File: config.mk
export PLATFORM = sky130hd
export DESIGN_NAME = lcd_status_writer_flat
export DESIGN_NICKNAME = d
export VERILOG_FILES = /design/src/rtl/lcd_status_writer_if.sv /design/src/rtl/lcd_status_writer.sv /design/src/flat_wrapper.sv
export SDC_FILE = /design/constraint.sdc
export NUM_CORES = 1
export LEC_CHECK = 0
export CAP_MARGIN = 20
export CORE_ASPECT_RATIO = 1.25
export CORE_UTILIZATION = 35
export DETAILED_ROUTE_END_ITERATION = 16
export GPL_ROUTABILITY_DRIVEN = 1
export PLACE_DENSITY = 0.52
export SKIP_LAST_GASP = 1
export SYNTH_ARGS = -nofsm -noshare
export SYNTH_HDL_FRONTEND = slang
export SYNTH_SLANG_ARGS = --single-unit
File: constraint.sdc
create_clock -name iCLK -period 3.15 [get_ports iCLK]
set_input_delay 0.63 -clock iCLK [delete_from_list [all_inputs] [get_ports iCLK]]
set_output_delay 0.63 -clock iCLK [all_outputs]
set_load 0.03 [all_outputs]
File: src/rtl/lcd_status_writer_if.sv
// Byte-transfer handshake between the status writer and an HD44780-style LCD controller.
// The writer presents a byte plus register select and raises start; the controller answers with done.
interface lcd_status_writer_if;
  logic [7:0] oDATA;
  logic       oRS;
  logic       oSTART;
  logic       iDONE;

  modport master (output oDATA, output oRS, output oSTART, input iDONE);
  modport slave  (input oDATA, input oRS, input oSTART, output iDONE);
endinterface

File: src/rtl/lcd_status_writer.sv
// Drives a 16x2 character LCD with the elevator mode (line 1) and floor number (line 2),
// running the init commands once after reset and re-drawing the screen whenever the inputs change.
module lcd_status_writer #(
  parameter int DLY_CYCLES = 262142,
  parameter int FLOOR_W    = 4
) (
  input  logic               iCLK,
  input  logic               iRST,
  input  logic [1:0]         iMODE,
  input  logic [FLOOR_W-1:0] iFLOOR,
  lcd_status_writer_if.master lcd,
  output logic               oBUSY,
  output logic               oREADY
);

  localparam int CNT_W = (DLY_CYCLES > 1) ? $clog2(DLY_CYCLES) : 1;
  localparam logic [CNT_W-1:0] CNT_LAST = CNT_W'(DLY_CYCLES - 1);

  // Entry map: 0..3 init commands, 4 line-1 address, 5..20 line-1 text,
  // 21 line-2 address, 22..37 line-2 text.
  localparam logic [5:0] IDX_INIT_LAST = 6'd3;
  localparam logic [5:0] IDX_REFRESH   = 6'd4;
  localparam logic [5:0] IDX_L1        = 6'd5;
  localparam logic [5:0] IDX_CMD2      = 6'd21;
  localparam logic [5:0] IDX_L2        = 6'd22;
  localparam logic [5:0] IDX_LAST      = 6'd37;

  typedef enum logic [2:0] {IDLE, LOAD, WAIT_DONE, DELAY, NEXT} state_t;

  state_t             r_state;
  logic [5:0]         r_idx;
  logic [CNT_W-1:0]   r_cnt;
  logic [1:0]         r_snap_mode;
  logic [FLOOR_W-1:0] r_snap_floor;
  logic               r_pending;
  logic               r_busy;
  logic               r_ready;
  logic               r_start;
  logic               r_rs;
  logic [7:0]         r_data;

  logic [7:0]         w_entry_data;
  logic               w_entry_rs;
  logic               w_changed;

  function automatic logic [7:0] line1_char(input logic [1:0] mode, input logic [3:0] pos);
    logic [127:0] s;
    logic [127:0] sh;
    case (mode)
      2'd0:    s = {"Parado",     {10{8'h20}}};
      2'd1:    s = {"Subindo +",  {7{8'h20}}};
      2'd2:    s = {"Descendo -", {6{8'h20}}};
      default: s = {"Erro",       {12{8'h20}}};
    endcase
    sh = s << {pos, 3'b000};
    return sh[127:120];
  endfunction

  // Floors above 99 do not fit two digits, so both positions show a dash.
  function automatic logic [7:0] line2_char(input logic [6:0] floor, input logic [3:0] pos);
    logic [7:0]   tens;
    logic [7:0]   ones;
    logic [127:0] s;
    logic [127:0] sh;
    if (floor > 7'd99) begin
      tens = 8'h2D;
      ones = 8'h2D;
    end else begin
      tens = 8'h30 + 8'(floor / 7'd10);
      ones = 8'h30 + 8'(floor % 7'd10);
    end
    s  = {"Andar ", tens, ones, {8{8'h20}}};
    sh = s << {pos, 3'b000};
    return sh[127:120];
  endfunction

  assign w_changed = (iMODE != r_snap_mode) || (iFLOOR != r_snap_floor);

  always_comb begin
    w_entry_data = 8'h00;
    w_entry_rs   = 1'b0;
    if (r_idx < IDX_REFRESH) begin
      case (r_idx[1:0])
        2'd0:    w_entry_data = 8'h38;
        2'd1:    w_entry_data = 8'h0C;
        2'd2:    w_entry_data = 8'h01;
        default: w_entry_data = 8'h06;
      endcase
    end else if (r_idx == IDX_REFRESH) begin
      w_entry_data = 8'h80;
    end else if (r_idx < IDX_CMD2) begin
      w_entry_rs   = 1'b1;
      w_entry_data = line1_char(r_snap_mode, 4'(r_idx - IDX_L1));
    end else if (r_idx == IDX_CMD2) begin
      w_entry_data = 8'hC0;
    end else begin
      w_entry_rs   = 1'b1;
      w_entry_data = line2_char(7'(r_snap_floor), 4'(r_idx - IDX_L2));
    end
  end

  always_ff @(posedge iCLK or posedge iRST) begin
    if (iRST) begin
      r_state      <= LOAD;
      r_idx        <= '0;
      r_cnt        <= '0;
      r_snap_mode  <= '0;
      r_snap_floor <= '0;
      r_pending    <= 1'b0;
      r_busy       <= 1'b0;
      r_ready      <= 1'b0;
      r_start      <= 1'b0;
      r_rs         <= 1'b0;
      r_data       <= 8'h00;
    end else begin
      r_busy <= 1'b1;
      // Any change seen mid-sequence is remembered; every refresh start clears it below.
      if (w_changed) r_pending <= 1'b1;
      case (r_state)
        IDLE: begin
          r_busy    <= w_changed;
          r_pending <= 1'b0;
          if (w_changed) begin
            r_snap_mode  <= iMODE;
            r_snap_floor <= iFLOOR;
            r_idx        <= IDX_REFRESH;
            r_state      <= LOAD;
          end
        end
        LOAD: begin
          r_data  <= w_entry_data;
          r_rs    <= w_entry_rs;
          r_start <= 1'b1;
          r_state <= WAIT_DONE;
        end
        WAIT_DONE: begin
          if (lcd.iDONE) begin
            r_start <= 1'b0;
            r_cnt   <= '0;
            r_state <= DELAY;
          end
        end
        DELAY: begin
          if (r_cnt == CNT_LAST) r_state <= NEXT;
          else                   r_cnt   <= r_cnt + 1'b1;
        end
        NEXT: begin
          if (r_idx == IDX_LAST) begin
            r_ready <= 1'b1;
            if (r_pending || w_changed) begin
              r_snap_mode  <= iMODE;
              r_snap_floor <= iFLOOR;
              r_pending    <= 1'b0;
              r_idx        <= IDX_REFRESH;
              r_state      <= LOAD;
            end else begin
              r_busy  <= 1'b0;
              r_state <= IDLE;
            end
          end else begin
            // Leaving the init block starts the first refresh, so take the snapshot here.
            if (r_idx == IDX_INIT_LAST) begin
              r_snap_mode  <= iMODE;
              r_snap_floor <= iFLOOR;
              r_pending    <= 1'b0;
            end
            r_idx   <= r_idx + 6'd1;
            r_state <= LOAD;
          end
        end
        default: r_state <= LOAD;
      endcase
    end
  end

  assign lcd.oDATA  = r_data;
  assign lcd.oRS    = r_rs;
  assign lcd.oSTART = r_start;
  assign oBUSY      = r_busy;
  assign oREADY     = r_ready;

endmodule
File: src/flat_wrapper.sv
// flat-port wrapper written by rule: the top's interface ports become plain ports
module lcd_status_writer_flat 
#(
  parameter int DLY_CYCLES = 262142,
  parameter int FLOOR_W    = 4
)
  (iCLK, iRST, iMODE, iFLOOR, oBUSY, oREADY, lcd_oDATA, lcd_oRS, lcd_oSTART, lcd_iDONE);
  lcd_status_writer_if lcd_i ();
  input  logic iCLK;
  input  logic iRST;
  input  logic [1:0] iMODE;
  input  logic [FLOOR_W-1:0] iFLOOR;
  output logic oBUSY;
  output logic oREADY;
  output wire logic [$bits(lcd_i.oDATA)-1:0] lcd_oDATA;
  output wire logic [$bits(lcd_i.oRS)-1:0] lcd_oRS;
  output wire logic [$bits(lcd_i.oSTART)-1:0] lcd_oSTART;
  input wire logic [$bits(lcd_i.iDONE)-1:0] lcd_iDONE;
  assign lcd_oDATA = lcd_i.oDATA;
  assign lcd_oRS = lcd_i.oRS;
  assign lcd_oSTART = lcd_i.oSTART;
  assign lcd_i.iDONE = lcd_iDONE;
  lcd_status_writer #(.DLY_CYCLES(DLY_CYCLES), .FLOOR_W(FLOOR_W)) u_core (.iCLK(iCLK), .iRST(iRST), .iMODE(iMODE), .iFLOOR(iFLOOR), .lcd(lcd_i), .oBUSY(oBUSY), .oREADY(oREADY));
endmodule
### Word level (Yosys, flattened, before mapping)

Cells that the tools add are included.

| storage, ports and cells | value |
|---|---|
| register bits | 46 |
| input port bits | 9 |
| output and inout bits | 12 |
| logic and storage cells | 112 |

| operators by class | value |
|---|---|
| add/sub/neg operators | 6 |
| divide/modulo/power cells | 2 |
| order comparisons | 2 |
| equal/unequal tests | 21 |
| shift operators | 2 |
| multiplexer cells | 54 |
| reductions and logical operators | 14 |

Operators with widths:

| cell | number |
|---|---|
| 128-bit two-way mux | 3 |
| 125-bit case mux with 3 select lines | 1 |
| 127-bit by 7-bit << shifter with 128-bit output | 1 |
| 128-bit by 7-bit << shifter with 128-bit output | 1 |
| 8-bit two-way mux | 12 |
| 18-bit two-way mux | 2 |
| 18-bit case mux with 2 select lines | 1 |
| 18-bit by 1-bit adder with 18-bit output (second input constant) | 1 |
| 18-bit == test (second input constant) | 1 |
| 6-bit two-way mux | 3 |
| 6-bit case mux with 3 select lines | 1 |
| 6-bit by 8-bit adder with 8-bit output (first input constant) | 2 |
| 4-bit two-way mux | 4 |
| 3-bit case mux with 5 select lines | 1 |
| 1-bit two-way mux | 13 |
| 6-bit case mux with 2 select lines | 1 |
| 3-bit two-way mux | 3 |
| 3-bit AND reduction | 3 |
| 4-bit by 4-bit divider with 8-bit output (second input constant) | 1 |
| 4-bit by 4-bit remainder unit with 8-bit output (second input constant) | 1 |
| 2-bit two-way mux | 4 |
| 4-bit case mux with 2 select lines | 1 |
| 4-bit by 3-bit subtractor with 4-bit output (second input constant) | 2 |
| 6-bit by 1-bit adder with 6-bit output (second input constant) | 1 |
| 25 further kinds | 37 |

### Depth between registers and ports, before layout

| logic depth | value |
|---|---|
| word-level depth | 11 |
| gate-level depth with buffers | 11 |
| mapped depth without buffers | 8 |

### Worst setup path after synthesis

OpenSTA, ideal clock, no wires.

| timing | value |
|---|---|
| path type | flip-flop to flip-flop |
| start | reg u_core.r_idx[0] |
| end | reg u_core.r_data[1] (netlist: u_core.lcd.oDATA[1]) |
| library setup time | 138 ps |
| data arrival time | 2406 ps |
| required time | 3012 ps |
| setup slack | 606 ps |
| stages on the path, launching flop included | 12 |
| buffers on the path | 3 |
| clock period less this slack | 2544 ps |
| path through | dfrtp_1 buf_2 inv_1 clkbuf_1 ha_1 buf_4 xnor2_1 and3_1 a2111oi_0 nor3_1 o311ai_1 o211ai_1 |

| between the ends | value |
|---|---|
| longest elaborated chain between the ends | 6 |
| elaborated cells on any way between the ends | 16 |
| those cells by class | add/sub (2); order compare (2); eq/ne (4); shift (2); mux (5); reduce/logical (1) |

RTL lines:

| item | RTL line | RTL |
|---|---|---|
| start: declaration | lcd_status_writer.sv:31 | `logic [5:0] r_idx;` |
| start signal: assignment | lcd_status_writer.sv:167 | `r_idx <= r_idx + 6'd1;` |
| 4-bit by 3-bit subtractor with 4-bit output | lcd_status_writer.sv:98 | `w_entry_data = line2_char(7'(r_snap_floor), 4'(r_idx - IDX_L2));` |
| 127-bit by 7-bit << shifter with 128-bit output | lcd_status_writer.sv:73 | `sh = s << {pos, 3'b000};` |
| 8-bit two-way mux | lcd_status_writer.sv:94 | `end else if (r_idx == IDX_CMD2) begin` |
| 8-bit two-way mux | lcd_status_writer.sv:91 | `end else if (r_idx < IDX_CMD2) begin` |
| 8-bit two-way mux | lcd_status_writer.sv:89 | `end else if (r_idx == IDX_REFRESH) begin` |
| 8-bit two-way mux * | lcd_status_writer.sv:82 | `if (r_idx < IDX_REFRESH) begin` |
| end signal: assignment | lcd_status_writer.sv:131 | `r_data <= w_entry_data;` |
| end: declaration | lcd_status_writer.sv:40 | `logic [7:0] r_data;` |

Every way passes the cells marked *; elsewhere a longest branch is shown, timed or not.
A chain may end at the register's enable or synchronous reset.

### Worst setup path after layout

| timing | value |
|---|---|
| start | reg u_core.r_idx[1] |
| end | reg u_core.r_snap_floor[2] |

| between the ends | value |
|---|---|
| longest elaborated chain between the ends | 3 |
| elaborated cells on any way between the ends | 7 |
| those cells by class | eq/ne (4); mux (2); reduce/logical (1) |

RTL lines:

| item | RTL line | RTL |
|---|---|---|
| 6-bit == test or 6-bit by 2-bit == test with 1-bit output (tied branches) | lcd_status_writer.sv:148, lcd_status_writer.sv:162 |  |
| 3-bit != test (no line), or another cell as far along | - |  |
| 4-bit AND reduction (no line) or 4-bit case mux with 2 select lines (tied branches) | - |  |
| end signal: assignment | lcd_status_writer.sv:125 | `r_snap_floor <= iFLOOR;` |
| end signal: assignment | lcd_status_writer.sv:152 | `r_snap_floor <= iFLOOR;` |
| end signal: assignment | lcd_status_writer.sv:164 | `r_snap_floor <= iFLOOR;` |
| end: declaration | lcd_status_writer.sv:34 | `logic [FLOOR_W-1:0] r_snap_floor;` |

Parallel ways exist; a longest one is shown, timed or not.

==> metrics.txt <==
post-DR wirelength/cell=about 15 um; Sink Count=between 40 and 50; Syn Area/Cell=around 8.4 um2; Worst Path Arrival=roughly 2800 ps; setup repair bufs after CTS=0; top cell type's share of synthesized area=35.2%; die height=~110 um; async set or reset register ratio after synthesis=100%; worst-margin pin slew=between 600 and 700 ps; final period utilization=a little over four fifths; global-route wire length before repair=~13000 um; largest net degree at the start of global routing=30; Unique masters post-synth=between 60 and 70; Seq/Total Area, Yosys=between 30% and 40%; vias per cell=between 5 and 6; Leak=~1.5 nW; critical path required time=3360 ps; Total Neg Setup Slack=0 ps; Max Freq=around 0.38 GHz; via count=roughly 2800; CP startpoint kind=flip-flop; die footprint=0.00952 mm2; max cap viols=0; CP Launch Point=u_core.r_idx[1]; Worst Reg-to-Reg Cells=8; WL met1=3510 um; synthesis-stage register bit count=46; CP Max Fanout=10; Max Slew Vio Count=0; Rel. slew slack=55.1%; total grt overflow=0; number of global-route vias before repair=about 2600; antenna viol nets, final=0; final WL=approximately 7600 um; initial DRC count=190; CTS tree=done; cts repair resizes=0; GRT Resource Usage Total=17.9%; final hold vios=0; routed wl met2=about 3600 um; clk_lat worst skew=just over 300 ps; Mapped Area=between 0.003 and 0.004 mm2; RD Place Congestion=between 0.8 and 0.9; Ant. Diodes=0; # IOs=21; met3 wire length=approximately 340 um; CORE AREA=between 0.008 and 0.009 mm2; Die W=~90 um; Reg2Reg Launch Point=u_core.r_idx[1]; Pre-antenna DRT Iters=6; synth cell count leaders=dfrtp_1, nand2_1, nor2_1; fin nets=between 400 and 500; layout cells sized above 1=approximately a tenth; FF-to-FF End=u_core.r_snap_floor[2]; detailed placer's ending HPWL=around 5700 um; Synth area leader=dfrtp_1; Tot Pwr=around 1.3 mW; Tmin final=between 2000 and 3000 ps; CP Capture Point=u_core.r_snap_floor[2]; HP Class=flip-flop to flip-flop; number of buffers created by CTS=5; H-tree Lvls=2; top_reg_cell synth=dfrtp_1; EDFF count, synth=0; DRC viols=0; Syn Inst Count=382; setup slack, reg-to-reg=about 530 ps; RSZ-0062 raised after global routing=no; Initial Util=between 30% and 40%; deepest clock path buffer count=2; Clock Skew=6.82 ps; PwrDens=between 300 and 400 mW/mm2; CTS clk-pin slew, worst paths=roughly 90 ps; I/O Buffers=20; Top Metal Used=met4; post-synth net total=just over 400; Max rail drop VDD=between 0.2 and 0.25 mV; crit end category=flip-flop; final setup fails=0; root buf cell=clkbuf_8; synth top area cells=dfrtp_1, ha_1, nand2_1; status=finished, final reports clean; number of antenna violations at the first check in global routing=0; Yosys Warn Count=0; cts hold-fix bufs=0; Fillers=roughly 940; Core Rows=38; Syn-to-layout area delta=13.3%; worst hold start=u_core.lcd.oDATA[6]; critical path start-end classification=flip-flop to flip-flop
==> state kept, by name (all words and copies together), names as in the netlist <==
| name | flops |
|---|---|
| u_core.lcd.oSTART | 1 |
| u_core.r_idx | 6 |
| u_core.r_snap_floor | 4 |
| u_core.r_pending | 1 |
| u_core.lcd.oDATA | 8 |
| u_core.r_cnt | 18 |
| u_core.oREADY | 1 |
| u_core.lcd.oRS | 1 |
| u_core.r_snap_mode | 2 |
| u_core.oBUSY | 1 |
| u_core.r_state | 3 |
==> kinds of logic after synthesis <==
family                     Yosys count  share of synthesized area (%)
xor gates and xnor gates            24                           6.81
AOI/OAI and AO/OA                   75                           14.6
and+or+nand+nor                    175                           27.4
DFF                                 46                           36.1
other                                1                          0.117
buffers and inverters               32                           4.27
adders and majority gates           18                           7.05
muxes                               11                           3.68
==> layer usage <==
layer / global-route usage [%] / up-vias
met5: 0 / -
met4: 7.26 / 0
met3: 3.33 / 11
met2: 28.2 / 70
met1: 24.2 / 1285
li1: - / 1384
==> power by group <==
part,switching [mW],total [mW],internal [mW]
clock,0.220,0.377,0.157
sequential,0.0497,0.695,0.646
combinational,0.112,0.200,0.0886
total,0.382,1.27,0.891
==> critical path, cell delays in order (launching register included) <==
cell and delay, ps:
dfrtp_1 490, inv_1 160, ha_1 330, nand4b_1 170, o31ai_1 240, nand4_1 180
and2_0 290, nand2_1 280, mux2_2 370
==> worst min-delay path by stage <==
stage | slack, ps | end | cells after the start
3_5_place_dp | 460 | u_core.lcd.oDATA[6] | 2
4_1_cts | 490 | u_core.lcd.oDATA[6] | 2
2_1_floorplan | 500 | u_core.r_cnt[9] | 2
6_report | 480 | u_core.lcd.oDATA[6] | 2
5_1_grt | 520 | u_core.lcd.oDATA[6] | 2
3_3_place_gp | 460 | u_core.lcd.oDATA[6] | 2
==> cell usage in the layout, fill, tap and decap left out, types with 3 or more instances in the layout <==
| master | count |
|---|---|
| mux2i_1 | 5 |
| and2_1 | 4 |
| xnor2_1 | 14 |
| ha_1 | 18 |
| clkbuf_8 | 5 |
| nor4_1 | 3 |
| o21ai_0 | 24 |
| nand2_1 | 45 |
| nand2b_1 | 3 |
| clkdlybuf4s50_1 | 20 |
| mux2_2 | 6 |
| a221oi_1 | 3 |
| or2_2 | 3 |
| nand3b_1 | 3 |
| a21oi_1 | 19 |
| or3_1 | 3 |
| xor2_1 | 9 |
| nor2_1 | 45 |
| a211oi_1 | 3 |
| dfrtp_1 | 45 |
| nor2b_1 | 6 |
| o31ai_1 | 4 |
| nor3_1 | 21 |
| inv_1 | 14 |
| a22oi_1 | 3 |
| buf_4 | 9 |
| nand3_1 | 14 |
| nand4_1 | 8 |
==> area by class of cell <==
| class | count | area (um2) | area share [%] |
|---|---|---|---|
| well taps | 120 | 150 | 4.15 |
| flip-flops and latches | 46 | 1150 | 31.8 |
| clock inverters | 3 | 18.8 | 0.518 |
| multi-input cells | 304 | 1910 | 52.7 |
| inverters | 15 | 56.3 | 1.55 |
| repair buffers | 29 | 268 | 7.39 |
| clock buffers | 5 | 68.8 | 1.90 |
==> metrics by stage <==
| step | std cells | util (%) | setup slack, ps | hold WS [ps] | cell area [um2] |
|---|---|---|---|---|---|
| 6_report | 522 | 41.4 | 528 | 479 | 3620 |
| 5_1_grt | 522 | 41.4 | 284 | 523 | 3620 |
| 4_1_cts | 522 | 41.4 | 494 | 487 | 3620 |
| 3_5_place_dp | 514 | 40.4 | 405 | 464 | 3530 |
| 3_3_place_gp | 514 | 40.4 | 445 | 461 | 3530 |
| 2_1_floorplan | 382 | - | 606 | 502 | 3200 |
Power figures use the tool's default switching activity.
